File: src/rtl/pipeline_hazard_ctrl_pkg.sv
// Shared types and constants for the pipeline hazard controller.
package pipeline_ctrl_pkg;

  // Controller state: normal flow, post-redirect fetch bubbles, data-memory freeze.
  typedef enum logic [1:0] {
    RUN      = 2'd0,
    REDIRECT = 2'd1,
    MEM_WAIT = 2'd2
  } ctrl_state_t;

  // addi x0, x0, 0 -- what IF_ID / ID_EX load when flushed.
  localparam logic [31:0] NOP_INSTR = 32'h0000_0013;

  // Architectural register index width.
  localparam int REG_IDX_W = 5;

endpackage

File: src/rtl/pipeline_hazard_ctrl_if.sv
// Hazard inputs from the datapath and pipeline-register controls back to it.
interface pipeline_hazard_ctrl_if;
  import pipeline_ctrl_pkg::*;

  logic [REG_IDX_W-1:0] id_rs1;
  logic [REG_IDX_W-1:0] id_rs2;
  logic                 id_uses_rs1;
  logic                 id_uses_rs2;
  logic [REG_IDX_W-1:0] ex_rd;
  logic                 ex_mem_read;
  logic                 ex_branch_taken;
  logic [31:0]          ex_branch_target;
  logic                 dmem_busy;

  logic                 pc_write_en;
  logic                 pc_redirect;
  logic [31:0]          redirect_target;
  logic                 if_id_write_en;
  logic                 if_id_flush;
  logic                 id_ex_write_en;
  logic                 id_ex_flush;
  logic                 ex_mem_write_en;

  // Datapath side: presents hazard information, consumes controls.
  modport master (
    output id_rs1, id_rs2, id_uses_rs1, id_uses_rs2, ex_rd, ex_mem_read,
           ex_branch_taken, ex_branch_target, dmem_busy,
    input  pc_write_en, pc_redirect, redirect_target, if_id_write_en,
           if_id_flush, id_ex_write_en, id_ex_flush, ex_mem_write_en
  );

  // Controller side.
  modport slave (
    input  id_rs1, id_rs2, id_uses_rs1, id_uses_rs2, ex_rd, ex_mem_read,
           ex_branch_taken, ex_branch_target, dmem_busy,
    output pc_write_en, pc_redirect, redirect_target, if_id_write_en,
           if_id_flush, id_ex_write_en, id_ex_flush, ex_mem_write_en
  );
endinterface

File: src/rtl/pipeline_hazard_ctrl_load_use_detect.sv
// Flags an ID instruction that reads the destination of a load currently in EX.
module load_use_detect
  import pipeline_ctrl_pkg::*;
(
  input  logic [REG_IDX_W-1:0] id_rs1,
  input  logic [REG_IDX_W-1:0] id_rs2,
  input  logic                 id_uses_rs1,
  input  logic                 id_uses_rs2,
  input  logic [REG_IDX_W-1:0] ex_rd,
  input  logic                 ex_mem_read,
  output logic                 load_use
);

  // x0 is never a real dependency, so a load into x0 cannot cause a stall.
  always_comb begin
    load_use = ex_mem_read && (ex_rd != '0) &&
               ((id_uses_rs1 && (id_rs1 == ex_rd)) ||
                (id_uses_rs2 && (id_rs2 == ex_rd)));
  end

endmodule

File: src/rtl/pipeline_hazard_ctrl.sv
// Stall/flush controller for the five-stage pipeline: load-use stalls,
// branch redirects with fetch bubbles, data-memory freezes with a timeout.
module pipeline_hazard_ctrl
  import pipeline_ctrl_pkg::*;
#(
  parameter int REDIRECT_BUBBLES = 1,
  parameter int MEM_TIMEOUT      = 255,
  parameter int CNT_W            = 32
) (
  input  logic                  clk,
  input  logic                  reset,
  pipeline_hazard_ctrl_if.slave hz,
  output logic                  mem_timeout,
  output logic [CNT_W-1:0]      stall_cycles,
  output logic [CNT_W-1:0]      flush_events
);

  localparam logic [3:0]  BUBBLE_LOAD = 4'(REDIRECT_BUBBLES);
  localparam logic [15:0] WAIT_LIMIT  = 16'(MEM_TIMEOUT);

  ctrl_state_t state_reg, state_next;
  logic [3:0]  bubble_reg, bubble_next;
  logic [15:0] wait_reg, wait_next;
  logic        stall_inc, flush_inc, do_run, load_use;

  load_use_detect u_load_use (
    .id_rs1      (hz.id_rs1),
    .id_rs2      (hz.id_rs2),
    .id_uses_rs1 (hz.id_uses_rs1),
    .id_uses_rs2 (hz.id_uses_rs2),
    .ex_rd       (hz.ex_rd),
    .ex_mem_read (hz.ex_mem_read),
    .load_use    (load_use)
  );

  // Next-state and same-cycle control outputs; MEM_WAIT exit reuses the RUN rules.
  always_comb begin
    state_next  = state_reg;
    bubble_next = bubble_reg;
    wait_next   = wait_reg;
    stall_inc   = 1'b0;
    flush_inc   = 1'b0;
    do_run      = 1'b0;
    hz.pc_write_en     = 1'b1;
    hz.if_id_write_en  = 1'b1;
    hz.id_ex_write_en  = 1'b1;
    hz.ex_mem_write_en = 1'b1;
    hz.if_id_flush     = 1'b0;
    hz.id_ex_flush     = 1'b0;
    hz.pc_redirect     = 1'b0;
    hz.redirect_target = hz.ex_branch_target;

    case (state_reg)
      REDIRECT: begin
        hz.if_id_flush = 1'b1;
        if (hz.dmem_busy) begin
          // Freeze everything; the bubble count resumes once memory is ready.
          hz.pc_write_en     = 1'b0;
          hz.if_id_write_en  = 1'b0;
          hz.id_ex_write_en  = 1'b0;
          hz.ex_mem_write_en = 1'b0;
          stall_inc          = 1'b1;
        end else if (hz.ex_branch_taken) begin
          hz.pc_redirect = 1'b1;
          hz.id_ex_flush = 1'b1;
          flush_inc      = 1'b1;
          bubble_next    = BUBBLE_LOAD;
        end else if (bubble_reg <= 4'd1) begin
          state_next  = RUN;
          bubble_next = 4'd0;
        end else begin
          bubble_next = bubble_reg - 4'd1;
        end
      end
      MEM_WAIT: begin
        if (hz.dmem_busy) begin
          hz.pc_write_en     = 1'b0;
          hz.if_id_write_en  = 1'b0;
          hz.id_ex_write_en  = 1'b0;
          hz.ex_mem_write_en = 1'b0;
          stall_inc          = 1'b1;
          wait_next = (wait_reg >= WAIT_LIMIT) ? wait_reg : wait_reg + 16'd1;
        end else begin
          do_run = 1'b1;
        end
      end
      default: do_run = 1'b1;
    endcase

    if (do_run) begin
      state_next = RUN;
      wait_next  = 16'd0;
      if (hz.dmem_busy) begin
        hz.pc_write_en     = 1'b0;
        hz.if_id_write_en  = 1'b0;
        hz.id_ex_write_en  = 1'b0;
        hz.ex_mem_write_en = 1'b0;
        stall_inc          = 1'b1;
        state_next         = MEM_WAIT;
        wait_next          = 16'd1;
      end else if (hz.ex_branch_taken) begin
        hz.pc_redirect = 1'b1;
        hz.if_id_flush = 1'b1;
        hz.id_ex_flush = 1'b1;
        flush_inc      = 1'b1;
        if (BUBBLE_LOAD != 4'd0) begin
          state_next  = REDIRECT;
          bubble_next = BUBBLE_LOAD;
        end
      end else if (load_use) begin
        hz.pc_write_en    = 1'b0;
        hz.if_id_write_en = 1'b0;
        hz.id_ex_flush    = 1'b1;
        stall_inc         = 1'b1;
      end
    end

    // Reset forces a safe pipeline immediately, independent of the clock.
    if (reset) begin
      hz.pc_write_en     = 1'b0;
      hz.if_id_write_en  = 1'b0;
      hz.id_ex_write_en  = 1'b0;
      hz.ex_mem_write_en = 1'b0;
      hz.if_id_flush     = 1'b1;
      hz.id_ex_flush     = 1'b1;
      hz.pc_redirect     = 1'b0;
      hz.redirect_target = 32'd0;
    end
  end

  // State, counters and the sticky timeout flag.
  always_ff @(posedge clk or posedge reset) begin
    if (reset) begin
      state_reg    <= RUN;
      bubble_reg   <= 4'd0;
      wait_reg     <= 16'd0;
      mem_timeout  <= 1'b0;
      stall_cycles <= '0;
      flush_events <= '0;
    end else begin
      state_reg  <= state_next;
      bubble_reg <= bubble_next;
      wait_reg   <= wait_next;
      if (wait_next == WAIT_LIMIT)
        mem_timeout <= 1'b1;
      if (stall_inc && (stall_cycles != '1))
        stall_cycles <= stall_cycles + CNT_W'(1);
      if (flush_inc && (flush_events != '1))
        flush_events <= flush_events + CNT_W'(1);
    end
  end

endmodule

File: src/flat_wrapper.sv
// flat-port wrapper written by rule: the top's interface ports become plain ports
module pipeline_hazard_ctrl_flat import pipeline_ctrl_pkg::*;
#(
  parameter int REDIRECT_BUBBLES = 1,
  parameter int MEM_TIMEOUT      = 255,
  parameter int CNT_W            = 32
)
  (clk, reset, mem_timeout, stall_cycles, flush_events, hz_id_rs1, hz_id_rs2, hz_id_uses_rs1, hz_id_uses_rs2, hz_ex_rd, hz_ex_mem_read, hz_ex_branch_taken, hz_ex_branch_target, hz_dmem_busy, hz_pc_write_en, hz_pc_redirect, hz_redirect_target, hz_if_id_write_en, hz_if_id_flush, hz_id_ex_write_en, hz_id_ex_flush, hz_ex_mem_write_en);
  pipeline_hazard_ctrl_if hz_i ();
  input  logic clk;
  input  logic reset;
  output logic mem_timeout;
  output logic [CNT_W-1:0] stall_cycles;
  output logic [CNT_W-1:0] flush_events;
  input wire logic [$bits(hz_i.id_rs1)-1:0] hz_id_rs1;
  input wire logic [$bits(hz_i.id_rs2)-1:0] hz_id_rs2;
  input wire logic [$bits(hz_i.id_uses_rs1)-1:0] hz_id_uses_rs1;
  input wire logic [$bits(hz_i.id_uses_rs2)-1:0] hz_id_uses_rs2;
  input wire logic [$bits(hz_i.ex_rd)-1:0] hz_ex_rd;
  input wire logic [$bits(hz_i.ex_mem_read)-1:0] hz_ex_mem_read;
  input wire logic [$bits(hz_i.ex_branch_taken)-1:0] hz_ex_branch_taken;
  input wire logic [$bits(hz_i.ex_branch_target)-1:0] hz_ex_branch_target;
  input wire logic [$bits(hz_i.dmem_busy)-1:0] hz_dmem_busy;
  output wire logic [$bits(hz_i.pc_write_en)-1:0] hz_pc_write_en;
  output wire logic [$bits(hz_i.pc_redirect)-1:0] hz_pc_redirect;
  output wire logic [$bits(hz_i.redirect_target)-1:0] hz_redirect_target;
  output wire logic [$bits(hz_i.if_id_write_en)-1:0] hz_if_id_write_en;
  output wire logic [$bits(hz_i.if_id_flush)-1:0] hz_if_id_flush;
  output wire logic [$bits(hz_i.id_ex_write_en)-1:0] hz_id_ex_write_en;
  output wire logic [$bits(hz_i.id_ex_flush)-1:0] hz_id_ex_flush;
  output wire logic [$bits(hz_i.ex_mem_write_en)-1:0] hz_ex_mem_write_en;
  assign hz_i.id_rs1 = hz_id_rs1;
  assign hz_i.id_rs2 = hz_id_rs2;
  assign hz_i.id_uses_rs1 = hz_id_uses_rs1;
  assign hz_i.id_uses_rs2 = hz_id_uses_rs2;
  assign hz_i.ex_rd = hz_ex_rd;
  assign hz_i.ex_mem_read = hz_ex_mem_read;
  assign hz_i.ex_branch_taken = hz_ex_branch_taken;
  assign hz_i.ex_branch_target = hz_ex_branch_target;
  assign hz_i.dmem_busy = hz_dmem_busy;
  assign hz_pc_write_en = hz_i.pc_write_en;
  assign hz_pc_redirect = hz_i.pc_redirect;
  assign hz_redirect_target = hz_i.redirect_target;
  assign hz_if_id_write_en = hz_i.if_id_write_en;
  assign hz_if_id_flush = hz_i.if_id_flush;
  assign hz_id_ex_write_en = hz_i.id_ex_write_en;
  assign hz_id_ex_flush = hz_i.id_ex_flush;
  assign hz_ex_mem_write_en = hz_i.ex_mem_write_en;
  pipeline_hazard_ctrl #(.REDIRECT_BUBBLES(REDIRECT_BUBBLES), .MEM_TIMEOUT(MEM_TIMEOUT), .CNT_W(CNT_W)) u_core (.clk(clk), .reset(reset), .hz(hz_i), .mem_timeout(mem_timeout), .stall_cycles(stall_cycles), .flush_events(flush_events));
endmodule
File: config.mk
export PLATFORM = sky130hd
export DESIGN_NAME = pipeline_hazard_ctrl_flat
export DESIGN_NICKNAME = d
export VERILOG_FILES = /design/src/rtl/pipeline_hazard_ctrl_pkg.sv /design/src/rtl/pipeline_hazard_ctrl_if.sv /design/src/rtl/pipeline_hazard_ctrl_load_use_detect.sv /design/src/rtl/pipeline_hazard_ctrl.sv /design/src/flat_wrapper.sv
export SDC_FILE = /design/constraint.sdc
export NUM_CORES = 1
export LEC_CHECK = 0
export ABC_CLOCK_PERIOD_IN_PS = 11400
export CORE_MARGIN = 1.5
export CORE_UTILIZATION = 50
export CTS_BUF_LIST = sky130_fd_sc_hd__clkbuf_8
export DETAILED_ROUTE_END_ITERATION = 7
export MAX_ROUTING_LAYER = met4
export PLACE_DENSITY_LB_ADDON = 0.15
export SLEW_MARGIN = 15
export SYNTH_ARGS = -nofsm -noshare
export SYNTH_HDL_FRONTEND = slang
export SYNTH_HIERARCHICAL = 1
export SYNTH_SLANG_ARGS = --single-unit
export TNS_END_PERCENT = 5
File: constraint.sdc
create_clock -name clk -period 11.4 [get_ports clk]
set_clock_uncertainty 0.2 [all_clocks]
set_input_delay 2.28 -clock clk [delete_from_list [all_inputs] [get_ports clk]]
set_output_delay 2.28 -clock clk [all_outputs]
set_load 0.005 [all_outputs]
==> report_table.html <==
<table>
<tr><th>Metric</th><th>Value</th></tr>
<tr><th colspan="2">Status</th></tr>
<tr><td>Status</td><td>finished, final reports clean</td></tr>
<tr><th colspan="2">Worst setup path</th></tr>
<tr><td>Crit-path max FO</td><td>5</td></tr>
<tr><td>Worst-path cell with the longest stage delay</td><td>clkdlybuf4s50_1</td></tr>
<tr><td>Data required time of the worst path</td><td>8.92 ns</td></tr>
<tr><td>Ordered list of cells on the worst path</td><td>clkdlybuf4s50_1 &gt; xor2_1 &gt; nor4_1 &gt; nand3_1 &gt; a21oi_1 &gt; nand3b_4 &gt; nand2_1 &gt; nor2_1 &gt; clkdlybuf4s50_1</td></tr>
<tr><td>Max stage delay on crit path</td><td>0.48 ns</td></tr>
<tr><td>Critical path capture point type</td><td>output port</td></tr>
<tr><td>Number of cells traversed by the worst register-to-register path</td><td>7</td></tr>
<tr><td>Critical path class</td><td>in2out</td></tr>
<tr><td>Most prevalent standard cell on the critical path</td><td>clkdlybuf4s50_1</td></tr>
<tr><td>Arrival time of data at the critical path endpoint</td><td>4.60 ns</td></tr>
<tr><td>Startpoint class of the critical path</td><td>primary input</td></tr>
<tr><th colspan="2">Global route</th></tr>
<tr><td>Total global-route track usage</td><td>0.254</td></tr>
<tr><td>GR Util met1</td><td>0.324</td></tr>
<tr><td>Busiest layer in global routing</td><td>met2</td></tr>
<tr><td>Met3 Track Usage GR</td><td>0.0618</td></tr>
<tr><td>Grt ovf</td><td>0</td></tr>
<tr><td>Largest net degree at the start of global routing</td><td>68</td></tr>
<tr><td>Wire length of the first global-routing pass</td><td>20500 um</td></tr>
<tr><td>Fraction of met2 tracks used by global routing</td><td>0.392</td></tr>
<tr><td>Number of antenna violations at the first check in global routing</td><td>0</td></tr>
<tr><td>Number of global-route vias before repair</td><td>4230</td></tr>
<tr><th colspan="2">STA</th></tr>
<tr><td>Worst-case headroom to the max-slew limit</td><td>0.435</td></tr>
<tr><td>Post-route worst setup slack</td><td>4.32 ns</td></tr>
<tr><td>Final Critical Period</td><td>7.08 ns</td></tr>
<tr><td>Unrepaired setup endpoints after global routing</td><td>false</td></tr>
<tr><td>Count of final max-slew check failures</td><td>0</td></tr>
<tr><td>Final setup TNS</td><td>0 ns</td></tr>
<tr><td>Upper clock frequency limit</td><td>141 MHz</td></tr>
<tr><td>Measured slew at the worst slew-check pin</td><td>0.847 ns</td></tr>
<tr><td>Final setup vio count</td><td>0</td></tr>
<tr><td>Portion of the clock cycle consumed by the worst path in the final layout</td><td>0.621</td></tr>
<tr><td>Worst hold slack after final layout</td><td>0.275 ns</td></tr>
<tr><td>Final-report hold violation count</td><td>0</td></tr>
<tr><th colspan="2">Pwr</th></tr>
<tr><td>Total Power</td><td>0.850 mW</td></tr>
<tr><td>Worst vdd ir</td><td>0.0000702 V</td></tr>
<tr><td>Leakage</td><td>2.89 nW</td></tr>
<tr><td>Power per unit of standard cell area</td><td>123 nW/um^2</td></tr>
<tr><th colspan="2">Clocking</th></tr>
<tr><td>Buffer type at the clock tree root</td><td>clkbuf_8</td></tr>
<tr><td>Later-pin clock latency in the skew report</td><td>0.37 ns</td></tr>
<tr><td>Count of instances resized after the clock tree is built</td><td>0</td></tr>
<tr><td>H-Tree Level Count</td><td>3</td></tr>
<tr><td>Clock transition time at the flip-flop clock pins of the worst setup and hold paths</td><td>0.10 ns</td></tr>
<tr><td>Clock tree from TritonCTS</td><td>done</td></tr>
<tr><td>Number of hold-repair buffers added at the cts stage</td><td>0</td></tr>
<tr><td>TritonCTS Buffers</td><td>9</td></tr>
<tr><td>Number of buffers on the longest clock path</td><td>2</td></tr>
<tr><td>TritonCTS sink count</td><td>87</td></tr>
<tr><td># Post-CTS Setup Buffers</td><td>0</td></tr>
<tr><th colspan="2">Drt</th></tr>
<tr><td>Mean number of vias per cell</td><td>5.47</td></tr>
<tr><td>Routed wire length</td><td>12600 um</td></tr>
<tr><td>Total number of vias</td><td>4364</td></tr>
<tr><td>Remaining DRCs</td><td>0</td></tr>
<tr><td>Pre-antenna DRT Iters</td><td>4</td></tr>
<tr><td>Detailed-route wire length per cell</td><td>15.8 um</td></tr>
<tr><td>Detail Route Antenna Nets</td><td>0</td></tr>
<tr><td>DRT iter0 DRCs</td><td>196</td></tr>
<tr><th colspan="2">Placed design</th></tr>
<tr><td>Placer congestion estimate</td><td>0.969</td></tr>
<tr><td>HPWL after detailed placement</td><td>9360 um</td></tr>
<tr><td>Number of cells in the design after placement</td><td>782</td></tr>
<tr><td>Post-DP Area</td><td>6730 sq um</td></tr>
<tr><td>Setup WS pre-CTS</td><td>4.33 ns</td></tr>
<tr><td>Count of input and output buffers</td><td>157</td></tr>
<tr><th colspan="2">Synth</th></tr>
<tr><td>Cell area after synthesis</td><td>5040 sq um</td></tr>
<tr><td>Sequential fraction of the synthesis area</td><td>0.432</td></tr>
<tr><td>Total of warnings raised by yosys</td><td>6</td></tr>
<tr><td>Average cell area after synthesis</td><td>10.0 sq um</td></tr>
<tr><td>Unique cell type count in the Yosys netlist</td><td>61</td></tr>
<tr><td>Cell type contributing the most total cell area after synthesis</td><td>dfrtp_1</td></tr>
<tr><td>Yosys top cell area share</td><td>0.432</td></tr>
<tr><td>Post-synthesis instance total</td><td>504</td></tr>
<tr><td>Most area-consuming cells after synthesis</td><td>dfrtp_1 (43%), xnor2_1 (6.9%), xor2_1 (5.9%)</td></tr>
<tr><td>Synthesized netlist net count</td><td>565</td></tr>
<tr><td>Register bit total from synthesis</td><td>87</td></tr>
<tr><th colspan="2">Final layout</th></tr>
<tr><td>Post-route cell area</td><td>6930 sq um</td></tr>
<tr><td>Nets</td><td>721</td></tr>
<tr><td>Final standard cell utilization of the core</td><td>0.709</td></tr>
<tr><td>Post-synthesis to final-layout area growth</td><td>37.4%</td></tr>
<tr><td>Antenna Diode Count</td><td>0</td></tr>
<tr><td>Fraction of final layout cells with drive strength greater than 1</td><td>0.0767</td></tr>
<tr><td>Non-filler cells, final</td><td>798</td></tr>
<tr><th colspan="2">Die</th></tr>
<tr><td>Overall die area</td><td>10700 sq um</td></tr>
<tr><td>Standard-cell rows</td><td>36</td></tr>
<tr><td>Height of the chip</td><td>103 um</td></tr>
<tr><td>Ports placed on the boundary</td><td>158</td></tr>
<tr><td>Area of the core region</td><td>9770 sq um</td></tr>
<tr><td>Die width</td><td>103 um</td></tr>
<tr><td>Starting density of the core</td><td>0.516</td></tr>
<tr><th colspan="2">Min path</th></tr>
<tr><td>Type of the most critical hold path</td><td>reg2reg</td></tr>
<tr><td>Number of cells traversed by the worst hold path</td><td>2</td></tr>
<tr><th colspan="2">Job</th></tr>
<tr><td>Max cap viols</td><td>0</td></tr>
</table>
[layer usage]
metal  up-vias  routed length, um
met2       153               6150
met5         -                  0
met4         0                230
met1      2092               5440
li1       2099                  -
met3        20                791
[synthesized netlist by cell type (all sizes together)]
cell type	count
a2111oi	1
a211oi	2
a21o	1
a21oi	9
a221oi	1
a22oi	2
a31oi	3
and2	17
and3	12
and3b	1
and4	17
buf	6
clkbuf	8
dfrtp	87
ha	7
inv	15
mux2	7
mux2i	3
nand2	36
nand2b	4
nand3	33
nand3b	2
nand4	27
nand4b	1
nor2	30
nor2b	34
nor3	13
nor3b	3
nor4	16
nor4b	1
o2111a	1
o211ai	1
o21a	2
o21ai	14
o311a	1
o311ai	2
o31a	1
o32ai	1
o41ai	2
or2	2
or3	3
or4	1
xnor2	40
xor2	34
[cells by family after synthesis]
family | share of synthesized area
muxes | 0.0248
xor gates and xnor gates | 0.129
adders and majority gates | 0.0174
and+or+nand+nor | 0.306
buffers and inverters | 0.0255
DFF | 0.432
AOI/OAI and AO/OA | 0.0660
[worst max-delay path, delay by kind of cell]
| family | cells | cell delay, ns |
|---|---|---|
| compound gates | 1 | 0.33 |
| xor+xnor | 1 | 0.21 |
| buf+inv | 2 | 0.95 |
| simple gates | 5 | 0.83 |
[layout make-up]
type	count	area, sq um
clock inverters	7	78.8
multi-input cells	388	2740
flip-flops and latches	87	2180
clock buffers	9	124
well taps	133	166
repair buffers	159	1590
inverters	15	57.6
fillers	749	2850
[where the power goes]
group | switching [mW] | leakage (nW) | internal [mW]
Clock | 0.124 | 0.0925 | 0.103
Sequential | 0.0385 | 1.17 | 0.338
Combinational | 0.116 | 1.63 | 0.129
[final timing paths]
kind,start,endpoint,slack (ns)
min in group asynchronous,reset,u_core/stall_cycles[17],2.02
worst max-delay path,hz_ex_rd[1],hz_if_id_write_en,4.32
worst min-delay path,u_core/mem_timeout,u_core/mem_timeout,0.28
max in group asynchronous,reset,u_core/bubble_reg[0],7.81
worst min register to register,u_core/mem_timeout,u_core/mem_timeout,0.28
worst max register to register,u_core/state_reg[0],u_core/stall_cycles[17],8.69
[cell usage in the layout (no fill, tap or decap), types with 11 or more instances in the layout]
| master | count |
|---|---|
| nand2_1 | 36 |
| nor2_1 | 29 |
| and2_1 | 17 |
| nand3_1 | 32 |
| nor3_1 | 11 |
| xnor2_1 | 40 |
| and4_1 | 16 |
| and3_1 | 12 |
| o21ai_0 | 13 |
| dfrtp_1 | 87 |
| nor2b_1 | 34 |
| clkdlybuf4s50_1 | 157 |
| nand4_1 | 25 |
| inv_1 | 14 |
| xor2_1 | 34 |
Note: power is estimated with default switching activity, not from simulation.
